<file path="config.mk">
export PLATFORM = sky130hd
export DESIGN_NAME = cordic_vec_dir_gen
export DESIGN_NICKNAME = d
export VERILOG_FILES = /design/src/rtl/cordic_pkg.sv /design/src/rtl/cordic_vec_microrot.sv /design/src/rtl/cordic_vec_dir_gen.sv
export SDC_FILE = /design/constraint.sdc
export NUM_CORES = 1
export LEC_CHECK = 0
export CAP_MARGIN = 5
export CORE_MARGIN = 2
export CORE_UTILIZATION = 33
export DETAILED_ROUTE_END_ITERATION = 16
export GPL_TIMING_DRIVEN = 0
export PLACE_DENSITY_LB_ADDON = 0.08
export SYNTH_ARGS = -nofsm -noshare
export SYNTH_HDL_FRONTEND = slang
export SYNTH_SLANG_ARGS = --single-unit
</file>
<file path="constraint.sdc">
create_clock -name clk -period 7.23 [get_ports clk]
set_clock_uncertainty 0.05 [all_clocks]
set_input_delay 0.723 -clock clk [delete_from_list [all_inputs] [get_ports clk]]
set_output_delay 0.723 -clock clk [all_outputs]
set_load 0.005 [all_outputs]
</file>
<file path="src/rtl/cordic_pkg.sv">
// Shared definitions for the vectoring CORDIC direction generator: FSM encoding,
// direction-bit convention and the gain-compensation shift/sign set.
package cordic_pkg;

    typedef enum logic [2:0] {
        ST_IDLE = 3'd0,
        ST_PRE  = 3'd1,
        ST_ITER = 3'd2,
        ST_COMP = 3'd3,
        ST_DONE = 3'd4
    } state_e;

    // dir = 0 when y >= 0 (clockwise step), 1 when y < 0
    localparam logic DIR_CW  = 1'b0;
    localparam logic DIR_CCW = 1'b1;

    // K ~= 2^-1 + 2^-3 - 2^-6 - 2^-9 = 0.607422; bit k of GC_NEG marks a subtracted term
    localparam int         GC_N             = 4;
    localparam int         GC_SHIFT [GC_N]  = '{1, 3, 6, 9};
    localparam logic [3:0] GC_NEG           = 4'b1100;

endpackage

</file>
<file path="src/rtl/cordic_vec_microrot.sv">
// One vectoring-mode CORDIC micro-rotation: picks the direction from sign(y)
// and applies the arithmetic-shift add/sub pair.
module cordic_vec_microrot
    import cordic_pkg::*;
#(
    parameter int W  = 24,
    parameter int SW = 4
) (
    input  logic signed [W-1:0]  x_i,
    input  logic signed [W-1:0]  y_i,
    input  logic        [SW-1:0] shift_i,
    output logic signed [W-1:0]  x_o,
    output logic signed [W-1:0]  y_o,
    output logic                 dir_o
);

    logic signed [W-1:0] xs_s;
    logic signed [W-1:0] ys_s;

    // Shift-and-add step steering y toward zero
    always_comb begin
        xs_s = x_i >>> shift_i;
        ys_s = y_i >>> shift_i;
        if (y_i[W-1] == 1'b0) begin
            dir_o = DIR_CW;
            x_o   = x_i + ys_s;
            y_o   = y_i - xs_s;
        end else begin
            dir_o = DIR_CCW;
            x_o   = x_i - ys_s;
            y_o   = y_i + xs_s;
        end
    end

endmodule

</file>
<file path="src/rtl/cordic_vec_dir_gen.sv">
// Iterative vectoring CORDIC producing the microRot_dir word and scaled magnitude.
// Optional COMP state (gain compensation) enabled by CORDIC_VEC_GAIN_COMP_EN.
module cordic_vec_dir_gen
    import cordic_pkg::*;
#(
    parameter int CORDIC_WIDTH = 22,
    parameter int N_ITER       = 16,
    parameter int GW           = 2
) (
    input  logic                         clk,
    input  logic                         reset,
    input  logic                         in_valid,
    output logic                         in_ready,
    input  logic [CORDIC_WIDTH-1:0]      x_in,
    input  logic [CORDIC_WIDTH-1:0]      y_in,
    output logic                         out_valid,
    input  logic                         out_ready,
    output logic [N_ITER-1:0]            microRot_dir,
    output logic                         quad_flip,
    output logic [CORDIC_WIDTH+GW-1:0]   mag_out
);

    localparam int W  = CORDIC_WIDTH + GW;
    localparam int SW = (N_ITER > 1) ? $clog2(N_ITER) : 1;

    state_e              state_q;
    logic signed [W-1:0] x_q;
    logic signed [W-1:0] y_q;
    logic [SW-1:0]       i_q;
    logic [N_ITER-1:0]   dir_q;
    logic                quad_flip_q;
    logic                in_ready_q;
    logic                out_valid_q;

    logic signed [W-1:0] rot_x_s;
    logic signed [W-1:0] rot_y_s;
    logic                rot_dir_s;

    cordic_vec_microrot #(.W(W), .SW(SW)) u_microrot (
        .x_i     (x_q),
        .y_i     (y_q),
        .shift_i (i_q),
        .x_o     (rot_x_s),
        .y_o     (rot_y_s),
        .dir_o   (rot_dir_s)
    );

`ifdef CORDIC_VEC_GAIN_COMP_EN
    logic signed [W-1:0] comp_x_s;

    // Constant-gain multiply by K built from the shared shift/sign set
    always_comb begin
        comp_x_s = {W{1'b0}};
        for (int k = 0; k < GC_N; k++) begin
            if (GC_NEG[k]) begin
                comp_x_s = comp_x_s - (x_q >>> GC_SHIFT[k]);
            end else begin
                comp_x_s = comp_x_s + (x_q >>> GC_SHIFT[k]);
            end
        end
    end
`endif

    // Control FSM with datapath registers; out_valid rises one cycle after entering DONE
    always_ff @(posedge clk) begin
        if (reset) begin
            state_q     <= ST_IDLE;
            x_q         <= {W{1'b0}};
            y_q         <= {W{1'b0}};
            i_q         <= {SW{1'b0}};
            dir_q       <= {N_ITER{1'b0}};
            quad_flip_q <= 1'b0;
            in_ready_q  <= 1'b1;
            out_valid_q <= 1'b0;
        end else begin
            case (state_q)
                ST_IDLE: begin
                    if (in_valid) begin
                        x_q        <= {{GW{x_in[CORDIC_WIDTH-1]}}, x_in};
                        y_q        <= {{GW{y_in[CORDIC_WIDTH-1]}}, y_in};
                        dir_q      <= {N_ITER{1'b0}};
                        in_ready_q <= 1'b0;
                        state_q    <= ST_PRE;
                    end
                end
                ST_PRE: begin
                    if (x_q[W-1]) begin
                        x_q         <= -x_q;
                        y_q         <= -y_q;
                        quad_flip_q <= 1'b1;
                    end else begin
                        quad_flip_q <= 1'b0;
                    end
                    i_q     <= {SW{1'b0}};
                    state_q <= ST_ITER;
                end
                ST_ITER: begin
                    x_q        <= rot_x_s;
                    y_q        <= rot_y_s;
                    dir_q[i_q] <= rot_dir_s;
                    i_q        <= i_q + SW'(1);
                    if (i_q == SW'(N_ITER - 1)) begin
`ifdef CORDIC_VEC_GAIN_COMP_EN
                        state_q <= ST_COMP;
`else
                        state_q <= ST_DONE;
`endif
                    end
                end
`ifdef CORDIC_VEC_GAIN_COMP_EN
                ST_COMP: begin
                    x_q     <= comp_x_s;
                    state_q <= ST_DONE;
                end
`endif
                ST_DONE: begin
                    if (!out_valid_q) begin
                        out_valid_q <= 1'b1;
                    end else if (out_ready) begin
                        out_valid_q <= 1'b0;
                        in_ready_q  <= 1'b1;
                        state_q     <= ST_IDLE;
                    end
                end
                default: begin
                    state_q     <= ST_IDLE;
                    in_ready_q  <= 1'b1;
                    out_valid_q <= 1'b0;
                end
            endcase
        end
    end

    assign in_ready     = in_ready_q;
    assign out_valid    = out_valid_q;
    assign microRot_dir = dir_q;
    assign quad_flip    = quad_flip_q;
    assign mag_out      = x_q;

endmodule
</file>
==> flow_summary_export.csv <==
group,metric,value,unit
placement,dpl.hpwl,37.0,mm
die,fp-row-count,64,
sta,final_hold_viol_count,0,
setup_path,crit_required,7440,ps
synthesis,synth-edff-count,0,
clock_network,clock_latency,370,ps
drt,finalWirelength,47.7,mm
power,irDropWorstVdd,0.0982,mV
grt,grt_max_degree,16,
die,coreArea,30700,sq um
drt,dr.pass1.iters,5,
outcome,status,"finished, final reports clean",
setup_path,end_kind,"register",
synthesis,synthDominantCellAreaShare,14.4,%
setup_path,cp-startpoint,"i_q[2]",
drt,wl_per_cell,25.6,microns
sta,rsz0062_at_grt,"no",
drt,dr_total_vias,11511,
clock_network,clk_path_buf_depth,2,
die,die_h,180,microns
die,start_util,33.5,%
synthesis,yosysWarnings,0,
grt,antenna_found_initial,0,
layout,drive_gt1_share,8.17,%
sta,relSlewSlack,18.6,%
job,drv_cap,0,
grt,grt_pass1_wl,70.9,mm
synthesis,yosysUniqueCellTypes,79,
drt,drt_iter0_drc,1202,
sta,post-route-min-period,6720,ps
worst_hold_path,hold_class,"reg -> reg",
die,io_pins,91,
grt,grt_usage,28.8,%
die,die_area,32600,sq um
setup_path,rr_startpoint,"i_q[2]",
layout,synthToLayoutAreaGrowth,16.6,%
sta,max_freq,149,MHz
synthesis,synth_cells,1363,
layout,layout.nets,1574,
placement,io_buffers,90,
synthesis,synth_seq_cells,74,
sta,fin_crit_sh,93.0,%
clock_network,cts_buffers,9,
die,die_w,180,microns
layout,nFillCells,3235,
synthesis,syn_area,10300,sq um
clock_network,h-tree-depth,3,
clock_network,cts_post_setup_buffers_inserted,0,
drt,drc,0,
power,leakage,4.44,nW
synthesis,synth_flop_cell,"dfxtp_1",
drt,via_per_inst,6.17,
sta,setup_viol,0,
synthesis,async_flop_share,0,%
placement,place.gp.congestion,0.983,
worst_hold_path,hold_start,"microRot_dir[9]",
sta,maxSlewViolCount,0,
synthesis,ys_seq_area_share,14.4,%
setup_path,crit_type,"reg -> reg",
synthesis,yosys-top-cells-count,"a21oi_1 (165), nor2_1 (140), nand2_1 (117), clkbuf_1 (89), o21ai_0 (85)",
sta,worst_pin_slew,1210,ps
setup_path,start_kind,"register",
setup_path,path_max_fanout,10,
power,cellPowerDensity,240,nW/um^2
synthesis,syn-num-nets,1473,
layout,final_util,39.1,%
grt,grt_pass1_vias,10733,
clock_network,cts.sinks,74,
synthesis,syn_area_per_cell,7.54,sq um
synthesis,synth_top_cell_by_area,"dfxtp_1",
synthesis,ys_top_cells_by_area,"dfxtp_1 (14%), mux4_2 (12%), a21oi_1 (8.0%)",
setup_path,arrival,6940,ps
synthesis,synthMostInstantiatedCell,"a21oi_1",
clock_network,cts_tree,"yes",
grt,overflow,0,
clock_network,root_buffer,"clkbuf_16",
drt,ant_nets,0,
sta,finalSetupTns,0,ps
clock_network,clk_pin_slew,80,ps
layout,num_antenna_cells,0,
-- final cells by class --
class                   count  area, sq um  share of cell area, %
multi-input cells        1138         8200                   68.5
well taps                 396          495                   4.14
clock buffers               9          225                   1.88
clock inverters             7         60.1                  0.501
flip-flops and latches     74         1480                   12.4
inverters                  32          120                   1.00
repair buffers             90          901                   7.52
plain buffers             119          493                   4.11
-- flip-flops by register name, summed over array words and instances, names as in the netlist --
register / flops
in_ready: 1
out_valid: 1
quad_flip: 1
state_q: 3
mag_out: 24
y_q: 24
microRot_dir: 16
i_q: 4
-- cell usage in the layout, fill, tap and decap left out, drive strengths merged, types with 6 or more instances in the layout --
master         count
inv               36
mux4              53
and2               8
a21o              19
clkbuf            98
a221oi            11
buf               30
nor2             140
nor4              13
or3               11
xnor2             64
nor3              57
o21a              12
nand2            117
o22ai              7
a221o              6
mux2              12
a22oi             10
ha                60
nand4             10
nand2b            16
dfxtp             74
or4                7
nand3             21
a211oi            15
clkdlybuf4s50     90
a31oi             16
mux2i             49
o21ai             87
xor2              42
o21bai             7
a21oi            166
and3               8
nand3b             7
o31ai              9
-- kinds of logic (layout without fill, tap and decap cells) --
group / count (synthesis) / after routing / synth area share (%)
fa+ha+maj: 62 / 62 / 7.69
mux: 114 / 114 / 17.7
flops: 74 / 74 / 14.4
xor+xnor: 106 / 106 / 9.11
buf+inv: 151 / 257 / 5.95
simple gates: 441 / 441 / 20.3
compound gates: 415 / 415 / 24.8
-- per-stage QoR --
step                instances  cell area [sq um]  setup slack, ps  hold slack (ps)  power (mW)
CTS                      1865              12000              324              433        2.84
detailed placement       1849              11700              315              416        2.36
finish                   1865              12000              506              433        2.88
floorplan                1363              10300             1900              411        1.80
global placement         1849              11700              230              416        2.36
global route             1865              12000              115              448        3.06
-- path summary, 6_finish.rpt --
| check | cells after the start | to | slack (ps) |
|---|---|---|---|
| worst min register to register | 2 | microRot_dir[9] | 430 |
| worst max-delay path | 19 | y_q[16] | 510 |
| worst min-delay path | 2 | microRot_dir[9] | 430 |
| worst max register to register | 19 | y_q[16] | 510 |
-- critical path: stages, from the launching register on --
cell and delay, ps:
dfxtp_1 320, clkbuf_1 420, buf_1 580, clkbuf_1 560, clkbuf_1 540, clkbuf_1 630, nor2_1 110, nor2_1 130
o21ai_0 180, xnor2_1 450, ha_1 330, o21ai_0 90, nand2b_1 100, a21o_1 210, a31o_2 280, a221oi_1 580
o21ai_0 370, a31oi_1 290, nor4_1 80, a211o_1 290
-- power by group --
part           leakage [nW]  internal (mW)  switching, mW
sequential            0.609          0.446         0.0624
clock                 0.131          0.239          0.238
combinational          3.70          0.746           1.15
total                  4.44           1.43           1.45
-- repair_timing --
item	CTS	global route
gates resized for setup	0	6
setup endpoints to repair	0	4
hold buffers	0	0
-- per-layer routing --
metal | GRT usage [%] | wire length, microns | part of all wire [%]
met1 | 40.6 | 21200 | 44
met2 | 43.2 | 20500 | 43
met3 | 5.17 | 4160 | 8.7
met4 | 11.4 | 1930 | 4.0
met5 | 0 | 0 | 0
Note: power is estimated with default switching activity, not from simulation.
